File: src/rtl/load_align_unit.sv
// Load stage: issues a word read, right-aligns the addressed byte/halfword lane and hands it downstream.
// Optional misalignment trap is enabled by defining LOAD_MISALIGN_TRAP_EN.
module load_align_unit #(
    parameter int ADDR_W  = 32,
    parameter int TIMEOUT = 255
) (
    input  logic              clk,
    input  logic              rst_n,
    input  logic              ld_valid,
    output logic              ld_ready,
    input  logic [ADDR_W-1:0] ld_addr,
    input  logic [1:0]        ld_size,
    input  logic              ld_sext,
    output logic              mem_req,
    output logic [ADDR_W-1:0] mem_addr,
    input  logic              mem_ack,
    input  logic [31:0]       mem_rdata,
    output logic              out_valid,
    input  logic              out_ready,
    output logic [31:0]       out_data,
    output logic [1:0]        out_size,
    output logic              out_sext,
    output logic              out_err
);

    typedef enum logic [1:0] {
        IDLE = 2'd0,
        REQ  = 2'd1,
        RESP = 2'd2
    } state_t;

    localparam logic [15:0] LAST_COUNT = 16'(TIMEOUT - 1);

    state_t      state_r;
    logic [1:0]  lane_r;
    logic [15:0] count_r;
    logic        trap_s;

    function automatic logic [31:0] lane_select(input logic [1:0] addr,
                                                input logic [1:0] size,
                                                input logic [31:0] word);
        logic [31:0] r;
        r = 32'd0;
        case (size)
            2'b00: begin
                case (addr)
                    2'b00:   r = {24'd0, word[7:0]};
                    2'b01:   r = {24'd0, word[15:8]};
                    2'b10:   r = {24'd0, word[23:16]};
                    2'b11:   r = {24'd0, word[31:24]};
                    default: r = 32'd0;
                endcase
            end
            2'b01:   r = addr[1] ? {16'd0, word[31:16]} : {16'd0, word[15:0]};
            default: r = word;
        endcase
        return r;
    endfunction

`ifdef LOAD_MISALIGN_TRAP_EN
    function automatic logic misaligned(input logic [1:0] addr, input logic [1:0] size);
        logic r;
        r = 1'b0;
        case (size)
            2'b00:   r = 1'b0;
            2'b01:   r = addr[0];
            default: r = (addr != 2'b00);
        endcase
        return r;
    endfunction

    assign trap_s = misaligned(ld_addr[1:0], ld_size);
`else
    assign trap_s = 1'b0;
`endif

    // Load FSM; every output is registered and only changes on state transitions.
    always_ff @(posedge clk or negedge rst_n) begin
        if (!rst_n) begin
            state_r   <= IDLE;
            lane_r    <= 2'b00;
            count_r   <= 16'd0;
            ld_ready  <= 1'b1;
            mem_req   <= 1'b0;
            mem_addr  <= {ADDR_W{1'b0}};
            out_valid <= 1'b0;
            out_data  <= 32'd0;
            out_size  <= 2'b00;
            out_sext  <= 1'b0;
            out_err   <= 1'b0;
        end else begin
            case (state_r)
                IDLE: begin
                    if (ld_valid) begin
                        lane_r   <= ld_addr[1:0];
                        out_size <= ld_size;
                        out_sext <= ld_sext;
                        mem_addr <= {ld_addr[ADDR_W-1:2], 2'b00};
                        ld_ready <= 1'b0;
                        count_r  <= 16'd0;
                        if (trap_s) begin
                            out_valid <= 1'b1;
                            out_err   <= 1'b1;
                            out_data  <= 32'd0;
                            state_r   <= RESP;
                        end else begin
                            mem_req <= 1'b1;
                            state_r <= REQ;
                        end
                    end
                end
                REQ: begin
                    if (mem_ack) begin
                        out_data  <= lane_select(lane_r, out_size, mem_rdata);
                        out_err   <= 1'b0;
                        out_valid <= 1'b1;
                        mem_req   <= 1'b0;
                        state_r   <= RESP;
                    end else if (count_r == LAST_COUNT) begin
                        // Abort: acks arriving from here on land outside REQ and are dropped.
                        out_data  <= 32'd0;
                        out_err   <= 1'b1;
                        out_valid <= 1'b1;
                        mem_req   <= 1'b0;
                        state_r   <= RESP;
                    end else begin
                        count_r <= count_r + 16'd1;
                    end
                end
                RESP: begin
                    if (out_ready) begin
                        out_valid <= 1'b0;
                        out_err   <= 1'b0;
                        ld_ready  <= 1'b1;
                        state_r   <= IDLE;
                    end
                end
                default: begin
                    state_r   <= IDLE;
                    mem_req   <= 1'b0;
                    out_valid <= 1'b0;
                    ld_ready  <= 1'b1;
                end
            endcase
        end
    end

endmodule

File: config.mk
export PLATFORM = sky130hd
export DESIGN_NAME = load_align_unit
export DESIGN_NICKNAME = d
export VERILOG_FILES = /design/src/rtl/load_align_unit.sv
export SDC_FILE = /design/constraint.sdc
export NUM_CORES = 1
export LEC_CHECK = 0
export ABC_AREA = 1
export CORE_ASPECT_RATIO = 2
export CORE_UTILIZATION = 35
export CTS_CLUSTER_DIAMETER = 60
export CTS_CLUSTER_SIZE = 40
export DETAILED_ROUTE_END_ITERATION = 6
export PLACE_DENSITY = 0.74
export SYNTH_ARGS = -nofsm -noshare
export SYNTH_HDL_FRONTEND = slang
export SYNTH_SLANG_ARGS = --single-unit
File: constraint.sdc
create_clock -name clk -period 2 [get_ports clk]
set_clock_uncertainty 0.05 [all_clocks]
set_input_delay 0.3 -clock clk [delete_from_list [all_inputs] [get_ports clk]]
set_output_delay 0.3 -clock clk [all_outputs]
set_load 0.005 [all_outputs]
# Word level (Yosys, flattened, before mapping)

Index checks and enable logic that the tools add are counted.

Flip-flop bits (word level): 89
Output and inout bits: 71
Logic and storage cells: 68

Add/sub/neg operators: 1
Equality and inequality tests: 12
Multiplexer cells: 27
Bitwise gates (word level): 3
Reduce and logical (&&, ||, !) cells: 14

Operators by type and width:

| cell                                           | count |
|---|---|
| case mux 32 bit (4 select lines)               | 1 |
| two-way mux 16 bit                             | 4 |
| two-way mux 32 bit                             | 2 |
| case mux 32 bit (2 select lines)               | 1 |
| case mux 16 bit (2 select lines)               | 1 |
| adder 16 x 1 -> 16 bit, second input constant  | 1 |
| == test 16 x 8 -> 1 bit, second input constant | 1 |
| AND reduction 3 bit                            | 5 |
| two-way mux 1 bit                              | 9 |
| case mux 1 bit (3 select lines)                | 3 |
| two-way mux 2 bit                              | 4 |
| != test 2 bit, second input constant           | 4 |
| == test 2 x 1 -> 1 bit, second input constant  | 3 |
| == test 2 bit, second input constant           | 3 |
| logical NOT 2 bit                              | 3 |
| case mux 2 bit (3 select lines)                | 1 |
| nonzero test 2 bit                             | 3 |
| AND reduction 2 bit                            | 2 |
| AND reduction 4 bit                            | 1 |
| != test 3 bit, second input constant           | 1 |
| NOT 1 bit                                      | 3 |
| case mux 1 bit (2 select lines)                | 1 |

# Depth between registers and ports, before layout

Depth after elaboration: 4
Mapped depth: 10
Mapped depth without buffers: 9

# Worst setup path after synthesis

OpenSTA, ideal clock, no wires.

Path kind: reg-to-reg
From: register count_r[0]
To: register out_data[5]
Library setup time: 0.116 ns
Arrival: 1.359 ns
Slack: 0.474 ns
Stages on the path, launching flop included: 11
Buffers on the path: 1
Period minus slack after synthesis: 1.526 ns
Path through: dfrtp_1 -> inv_1 -> ha_1 -> nand3_1 -> nor2_1 -> nand3_2 -> inv_2 -> nor2_4 -> buf_6 -> nand2_1 -> nand2_1

Longest elaborated chain between the ends: 3

RTL lines:

| element                              | line | source |
|---|---|---|
| start, declared                      | 36   | `logic [15:0] count_r;` |
| start signal, assigned               | 127  | `count_r <= count_r + 16'd1;` |
| == test 16 x 8 -> 1 bit              | 119  | `end else if (count_r == LAST_COUNT) begin` |
| nonzero test 2 bit (no source line)  | n/a  |  |
| AND reduction 2 bit (no source line) | n/a  |  |
| end signal, assigned                 | 114  | `out_data <= lane_select(lane_r, out_size, mem_rdata);` |
| end, declared                        | 20   | `output logic [31:0] out_data,` |

No other way between the ends.
A chain may end at the register's enable or synchronous reset.

# Worst setup path after layout

From: register out_size[1]
To: output port out_size[1]

RTL lines:

| element                | line | source |
|---|---|---|
| start, declared        | 21   | `output logic [1:0] out_size,` |
| start signal, assigned | 96   | `out_size <= ld_size;` |

No word-level cell between the ends.

==> flow_summary.toml <==
[critical_path]
worstSetupPathType = "reg -> out"
critical_path.max_fanout = 22
r2r-start = "out_size[1]"
crit_path_start_kind = "register"
cp.required_ps = 1650
reg2reg_setup_slack_ps = 300
worstSetupStartpoint = "out_size[1]"
worstPathArrival_ps = 1530
cp-end-kind = "output port"

[route]
drtPass1Iterations = 5
detail-route-antenna-nets = 0
vias_per_cell = 5.155
drc = 0
vias = 4248
first_iter_violations = 252
wl_per_cell_um = 16.05
wl_mm = 13.23

[power]
p_total_mw = 8.860
p_leak_nw = 2.881
peakVddDrop_uv = 806.0
power.density_nw_per_um2 = 1384

[synth]
yosysSeqAreaShare = 0.4954
syn_area_per_cell_sq_um = 8.568
synth_common_cells = "nand2_1, dfrtp_1, nand3_1, nor2_1, a21oi_1"
ys_seq_elements = 89
synth_area_sq_um = 4498
synth_area_leaders = "dfrtp_1, nand2_1, mux2_2"
yosysUniqueCellTypes = 32
yosysTopAreaCell = "dfrtp_1"
synth_edf_count = 0
yosysMostFrequentCell = "nand2_1"
synthArstFlopShare = 1.000
syn_inst = 525
yosys_warnings = 0
synthDominantCellAreaShare = 0.4896
ys.flop_type = "dfrtp_1"

[clocking]
worstSkewPairLatency_ps = 340
cts_tree = "built"
cts_sinks = 89
cts-root-buf = "clkbuf_16"
clk_pin_slew_ps = 60
cts_made_buffers = 9
clk_path_buf_depth = 2
cts.htree.levels = 3

[run]
maxCapViolations = 0

[floorplanning]
die-area_sq_um = 13340
rows = 58
initial_core_util = 0.3583
die_x_um = 82.16
io-pin-count = 143
die_y_um = 162.3
core_area_sq_um = 12550

[sta]
rsz0062_at_grt = "no"
whs_ps = 396.8
finalSetupViolations = 0
min_period_over_period = 0.9399
hold_viol_final = 0
tns_ps = 0
fin_crit_ps = 1880
fmax_mhz = 532.0
slew_violations = 0
finalWorstSetupSlack_ps = 120.3

[global_routing]
grt_pass1_vias = 4400
track_usage = 0.2071
grt_max_degree = 54
antenna_found_initial = 0
gr-total-overflow = 0
grt_pass1_wl_mm = 20.81

[place]
place_area_sq_um = 6058
gp_congestion = 1.007
pre_cts_ws_ps = 88.29
io_buffers = 140
dp_hpwl_mm = 10.05

[final_layout]
design_area_sq_um = 6400
num_antenna_cells = 0
fin_nets = 743
synthToLayoutAreaGrowth_pct = 42.28
drive_above_1_share = 0.1291

[run_status]
status = "finished, final reports clean"

[worst_hold_path]
min_path_type = "in -> async"
[final timing paths]
check                               endpoint  cells past startpoint
max in group asynchronous           ld_ready                      3
worst max register to register  out_data[13]                      6
worst min register to register  out_data[14]                      2
worst max-delay path             out_size[1]                      2
min in group clk                out_data[14]                      2
worst min-delay path            out_data[20]                      2
[layout by cell type, fill, tap and decap left out, types with 2 or more instances in the layout]
master,n
a21o_1,4
a21oi_1,33
buf_12,2
buf_4,11
bufinv_16,2
clkbuf_16,9
clkdlybuf4s50_1,139
clkinv_2,2
clkinv_4,2
conb_1,2
dfrtp_1,88
ha_1,2
inv_1,21
inv_2,9
mux2_2,32
nand2_1,166
nand2_2,4
nand3_1,39
nand3_2,3
nand4_1,6
nor2_1,34
nor2_4,4
o211ai_1,6
o21ai_0,20
o21ai_1,9
o21bai_1,2
o22ai_1,5
or2_2,3
xor2_1,7
[registers in the layout, indices dropped and copies added (netlist names), 2 cells and up]
signal    flops
out_size      2
state_r       2
lane_r        2
out_data     32
mem_addr     30
count_r      16
[logic make-up (layout without fill, tap and decap cells)]
family | Yosys count | after routing | share of synthesized area
other | 1 | 2 | 0.0008337
multiplexers | 32 | 32 | 0.08011
adder cells (fa/ha/maj) | 2 | 2 | 0.005562
buffers and inverters | 52 | 199 | 0.05841
XOR/XNOR | 7 | 7 | 0.01363
AO/OA/AOI/OAI | 80 | 80 | 0.09791
AND/OR/NAND/NOR | 262 | 263 | 0.2481
flip-flops | 89 | 89 | 0.4954
[layer usage]
metal | GRT usage | wire length [um] | share of wire | vias up
li1 | - | - | - | 2012
met1 | 0.2145 | 4618 | 0.35 | 2002
met2 | 0.3618 | 7098 | 0.54 | 184
met3 | 0.03876 | 736 | 0.056 | 50
met4 | 0.1411 | 772 | 0.058 | 0
met5 | 0 | 0 | 0 | -
[through the flow]
step / std cells / utilization
6_report: 824 / 0.5098
3_3_place_gp: 806 / 0.4826
3_5_place_dp: 806 / 0.4826
4_1_cts: 823 / 0.5089
5_1_grt: 824 / 0.5098
2_1_floorplan: 526 / -
[critical path, cell delays in order (launching register included)]
cell             delay, ps
dfrtp_1                370
buf_4                  260
clkdlybuf4s50_1        560
[what timing repair did]
item,4_1_cts,5_1_grt
hold endpoints to repair,28,0
resized for setup,0,1
hold buffers,1,0
setup buffers,0,0
endpoints found under the setup margin,0,20
[area by class of cell]
cell class	count	area [sq um]
Tap cell	150	187.7
Fill cell	1177	6155
Timing Repair Buffer	153	1524
Clock buffer	9	225.2
Clock inverter	7	95.09
Inverter	30	112.6
Multi-Input combinational cell	386	2027
Sequential cell	89	2228
[power by group]
group / internal (mW) / total (mW) / switching, mW / leakage, nW
logic: 2.16 / 4.04 / 1.88 / 1.62
clock network: 1.09 / 1.80 / 0.709 / 0.155
registers: 2.55 / 3.02 / 0.470 / 1.11
No activity file was read; power rests on OpenSTA's default activity.
